`src/rtl/fetch_exec_responder.sv`:
```
// Datapath responder to the fetch/execute controller: follows cs, fetches a two-half
// instruction from a combinational ROM, executes it and reports halt/cont during EXECA.
module fetch_exec_responder #(
  parameter int unsigned HALF_W  = 8,
  parameter int unsigned ADDR_W  = 4,
  parameter int unsigned COUNT_W = 8
) (
  input  logic                  clk,
  input  logic                  reset,
  input  logic [2:0]            cs_i,
  input  logic [HALF_W-1:0]     mem_rdata_i,
  output logic [ADDR_W:0]       mem_addr_o,
  output logic                  halt_o,
  output logic                  cont_o,
  output logic [ADDR_W-1:0]     pc_o,
  output logic [2*HALF_W-1:0]   ir_o,
  output logic [HALF_W-1:0]     acc_o,
  output logic [COUNT_W-1:0]    exec_cnt_o,
  output logic                  err_o
);

  localparam int unsigned IrW = 2 * HALF_W;

  localparam logic [2:0] CsIdle   = 3'b000;
  localparam logic [2:0] CsFetchA = 3'b001;
  localparam logic [2:0] CsFetchB = 3'b010;
  localparam logic [2:0] CsExecA  = 3'b011;
  localparam logic [2:0] CsExecB  = 3'b100;

  typedef enum logic [1:0] {OpNop, OpAdd, OpHalt, OpJump} op_e;

  logic [ADDR_W-1:0]  pc_q, pc_d;
  logic [IrW-1:0]     ir_q, ir_d;
  logic [HALF_W-1:0]  acc_q, acc_d;
  logic [COUNT_W-1:0] cnt_q, cnt_d;
  logic               err_q, err_d;
  logic               half_sel, halt, cont;
  op_e                op;

  assign op = op_e'(ir_q[IrW-1 -: 2]);

  // Unmatched cs (including X/Z) falls into default: flag error, hold state.
  always_comb begin
    pc_d     = pc_q;
    ir_d     = ir_q;
    acc_d    = acc_q;
    cnt_d    = cnt_q;
    err_d    = err_q;
    half_sel = 1'b0;
    halt     = 1'b0;
    cont     = 1'b0;
    case (cs_i)
      CsIdle: begin
      end
      CsFetchA: begin
        ir_d[IrW-1:HALF_W] = mem_rdata_i;
      end
      CsFetchB: begin
        half_sel           = 1'b1;
        ir_d[HALF_W-1:0]   = mem_rdata_i;
        pc_d               = pc_q + ADDR_W'(1);
      end
      CsExecA: begin
        if (cnt_q != {COUNT_W{1'b1}}) cnt_d = cnt_q + COUNT_W'(1);
        if (op == OpJump) pc_d = ir_q[ADDR_W-1:0];
        halt = (op == OpHalt);
        cont = (op == OpAdd);
      end
      CsExecB: begin
        if (op == OpAdd) acc_d = acc_q + ir_q[HALF_W-1:0];
      end
      default: begin
        err_d = 1'b1;
      end
    endcase
  end

  always_ff @(posedge clk or negedge reset) begin
    if (!reset) begin
      pc_q  <= '0;
      ir_q  <= '0;
      acc_q <= '0;
      cnt_q <= '0;
      err_q <= 1'b0;
    end else begin
      pc_q  <= pc_d;
      ir_q  <= ir_d;
      acc_q <= acc_d;
      cnt_q <= cnt_d;
      err_q <= err_d;
    end
  end

  assign mem_addr_o = {pc_q, half_sel};
  assign halt_o     = halt;
  assign cont_o     = cont;
  assign pc_o       = pc_q;
  assign ir_o       = ir_q;
  assign acc_o      = acc_q;
  assign exec_cnt_o = cnt_q;
  assign err_o      = err_q;

endmodule
```
`config.mk`:
```
export PLATFORM = sky130hd
export DESIGN_NAME = fetch_exec_responder
export DESIGN_NICKNAME = d
export VERILOG_FILES = /design/src/rtl/fetch_exec_responder.sv
export SDC_FILE = /design/constraint.sdc
export NUM_CORES = 1
export LEC_CHECK = 0
export ABC_AREA = 0
export CORE_MARGIN = 2
export CORE_UTILIZATION = 47
export CTS_CLUSTER_DIAMETER = 100
export DETAILED_ROUTE_END_ITERATION = 12
export GPL_TIMING_DRIVEN = 0
export HOLD_SLACK_MARGIN = 0.15
export PLACE_DENSITY = 0.92
export RECOVER_POWER = 50
export SETUP_SLACK_MARGIN = 0.3
export SYNTH_ARGS = -nofsm -noshare
export SYNTH_HDL_FRONTEND = slang
export SYNTH_SLANG_ARGS = --single-unit
export TNS_END_PERCENT = 30
```
`constraint.sdc`:
```
create_clock -name clk -period 2 [get_ports clk]
set_input_delay 0.5 -clock clk [delete_from_list [all_inputs] [get_ports clk]]
set_output_delay 0.5 -clock clk [all_outputs]
set_load 0.005 [all_outputs]
```
==> reports/results.md <==
| Parameter | Reported | Unit |
| --- | --- | --- |
| Result of the run | completed | - |
| Share of the clock period used by the worst path after layout | 0.892 | - |
| Antenna violations before repair | 0 | - |
| Mapped cell area | 1890 | µm² |
| Dpl hpwl | 3090 | µm |
| Count of port buffers added during placement | 56 | - |
| Total clock buffers created by CTS | 5 | - |
| Worst-case headroom to the max-slew limit | 0.387 | - |
| Root cell of the clock tree | clkbuf_8 | - |
| Number of standard-cell rows in the floorplan | 23 | - |
| Area Overhead vs Synth | 48.6 | % |
| Clock network latency to the later pin of the worst-skew pair | 0.29 | ns |
| Fraction of layout cells with a size suffix above 1 | 0.323 | - |
| Die height | 67.4 | µm |
| Die outline width | 67.4 | µm |
| Max Transition Viols Final | 0 | - |
| Final hold vios | 0 | - |
| Number of warnings printed during yosys synthesis | 0 | - |
| Starting DRC count in detailed routing | 100 | - |
| Number of synthesized flops with an enable pin | 0 | - |
| TritonCTS clock tree | done | - |
| Number of global-route vias before repair | 1526 | - |
| Buffer depth of the longest clock path | 2 | - |
| Path type of the worst min-delay path | in2async | - |
| Final wirelength | 4660 | µm |
| Utilization of the core after routing | 0.712 | - |
| CP arrival | 1.96 | ns |
| Max-cap viol count | 0 | - |
| Fraction of synthesis flops using an asynchronous set or reset pin | 1.00 | - |
| DRC viols | 0 | - |
| CP Class | in2reg | - |
| Final TNS setup | 0 | ns |
| Proportion of synthesized chip area in sequential cells | 0.490 | - |
| Count of vias placed by the detailed router | 1581 | - |
| Worst clock skew on the final layout | 0.00868 | ns |
| Unrepaired setup endpoints after global routing | yes | - |
| Cell total after placement | 273 | - |
| Initial core utilization | 0.479 | - |
| Flops & latches, synth | 37 | - |
| Static leakage | 1.22 | nW |
| Number of failing setup endpoints in the final timing report | 0 | - |
| Sinks on the clock net | 37 | - |
| IO Count | 57 | - |
| Largest fanout on the critical path | 9 | - |
| Number of cells in the finished layout apart from fillers | 298 | - |
| Worst-case vdd ir drop | 0.000630 | V |
| Pwr dens | 1200 | nW/µm² |
| Aggregate global-route resource usage | 0.222 | - |
| H-tree level count | 2 | - |
| Required time reported for the critical path endpoint | 2.18 | ns |
| Fill cell count | 289 | - |
| Routability-driven placement congestion ratio | 0.803 | - |
| Largest net degree at the start of global routing | 38 | - |
| Syn avg cell area | 11.3 | µm² |
| Area enclosed by the die boundary | 4540 | µm² |
| Placeable core region | 3940 | µm² |
| # nets final | 270 | - |
| Via-per-instance ratio | 5.31 | - |
| Distinct cell type count of the synthesized netlist | 38 | - |
| Overflow left after global routing | 0 | - |
| Tmin final | 1.78 | ns |
| Min Hold Slack | 0.326 | ns |
| Post-DR wirelength/cell | 15.6 | µm |
| # diodes | 0 | - |
| Synthesized netlist net count | 190 | - |
| Timing-limited maximum frequency | 0.561 | GHz |
| Crit. End Element | flop | - |
| DR pass1 iterations | 4 | - |
| Mapped Cells | 167 | - |
| Hold buffer count at CTS | 0 | - |
| Measured slew at the worst slew-check pin | 0.920 | ns |
| Global-route wire length before repair | 7370 | µm |
| Synth Flop Type | dfrtp_1 | - |
| Antenna viol nets, final | 0 | - |
| Clk slew on worst S/H paths | 0.08 | ns |
| Worst Setup Start Kind | primary input | - |
[sequential cells by signal (all words and copies together) (netlist names)]
name	count
ir_o	16
exec_cnt_o	8
err_o	1
pc_o	4
acc_o	8
[what timing repair did]
action / 4_1_cts / 5_1_grt
setup buffers: 9 / 8
pin swaps: 5 / 5
gates cloned: 0 / 0
endpoints found under the setup margin: 61 / 48
gates resized for setup: 41 / 23
[per-stage QoR]
| step | power, W | worst slack, ns | area (µm²) |
|---|---|---|---|
| CTS | 0.00325 | 0.196 | 2710 |
| global route | 0.00362 | 0.153 | 2810 |
| global placement | 0.00255 | -0.790 | 2530 |
| finish | 0.00336 | 0.216 | 2810 |
| floorplan | 0.00189 | 0.363 | 1910 |
| detailed placement | 0.00263 | -0.838 | 2520 |
[cells in the mapped netlist, drive strengths merged (2+ instances only)]
cell | instances | area share
dfrtp | 37 | 0.49
mux2 | 17 | 0.10
nand2 | 12 | 0.025
nor2 | 12 | 0.024
ha | 9 | 0.060
o21ai | 9 | 0.024
buf | 6 | 0.023
xnor2 | 6 | 0.028
inv | 5 | 0.0099
nand3 | 5 | 0.013
nor3b | 5 | 0.025
xor2 | 5 | 0.023
a21oi | 4 | 0.011
a31oi | 4 | 0.020
and3 | 4 | 0.013
nor3 | 4 | 0.011
nand4 | 3 | 0.0099
nand2b | 2 | 0.0066
nor2b | 2 | 0.0066
nor4b | 2 | 0.013
o22a | 2 | 0.0093
[cell usage in the layout, fill, tap and decap left out, types with 5 or more instances in the layout]
cell | Yosys | final
buf_4 | 5 | 20
clkbuf_8 | 0 | 5
clkdlybuf4s50_1 | 0 | 43
dfrtp_1 | 37 | 30
dfrtp_2 | 0 | 7
ha_1 | 9 | 5
mux2_2 | 17 | 17
nand2_1 | 11 | 11
nor2_1 | 12 | 11
o21ai_0 | 9 | 8
xnor2_1 | 6 | 6
xor2_1 | 5 | 5
[worst max-delay path, cell delays in order]
cell      delay (ns)
clkbuf_2        0.16
nor3b_4         0.23
clkbuf_1        0.16
clkbuf_4        0.15
clkbuf_1        0.37
mux2_2          0.39
[per-layer routing]
metal	vias to the layer above	global-route usage	share of wire
li1	758	-	-
met1	772	0.285	0.44
met4	0	0.0842	0.0094
met2	47	0.359	0.51
met3	4	0.0567	0.045
met5	-	0	0
[final cells by class]
class	instances	area [µm²]	area share
buffer	7	46.3	0.0165
inverter	5	18.8	0.00669
sequential	37	935	0.333
clock inverter	3	17.5	0.00624
timing repair buffer	73	672	0.239
multi-input combinational	118	986	0.351
tap	50	62.6	0.0223
clock buffer	5	68.8	0.0245
[kinds of logic after synthesis]
logic type | count (synthesis) | synth area share
xor gates and xnor gates | 11 | 0.0510
adders and majority gates | 10 | 0.0702
AOI/OAI and AO/OA | 26 | 0.0928
muxes | 17 | 0.101
DFF | 37 | 0.490
and+or+nand+nor | 54 | 0.160
buffers and inverters | 12 | 0.0345
[final timing paths]
| check | start | endpoint | slack, ns | cells past startpoint |
|---|---|---|---|---|
| min in group clk | err_o$_DFFE_PN0N_ | err_o$_DFFE_PN0N_ | 0.47 | 1 |
| max in group asynchronous | reset | exec_cnt_o[2]$_DFFE_PN0P_ | 1.03 | 1 |
| worst max-delay path | cs_i[2] | ir_o[4]$_DFFE_PN0P_ | 0.22 | 6 |
| worst min register to register | err_o$_DFFE_PN0N_ | err_o$_DFFE_PN0N_ | 0.47 | 1 |
| worst max register to register | ir_o[0]$_DFFE_PN0P_ | acc_o[6]$_DFFE_PN0P_ | 0.24 | 8 |
| worst min-delay path | reset | acc_o[5]$_DFFE_PN0P_ | 0.33 | 1 |
[where the power goes]
| group | total (W) | leakage [nW] | internal (W) | switching, W |
|---|---|---|---|---|
| clock network | 0.000523 | 0.0439 | 0.000241 | 0.000283 |
| registers | 0.00120 | 0.442 | 0.000975 | 0.000230 |
| logic | 0.00163 | 0.731 | 0.00101 | 0.000620 |
Power figures use the tool's default switching activity.
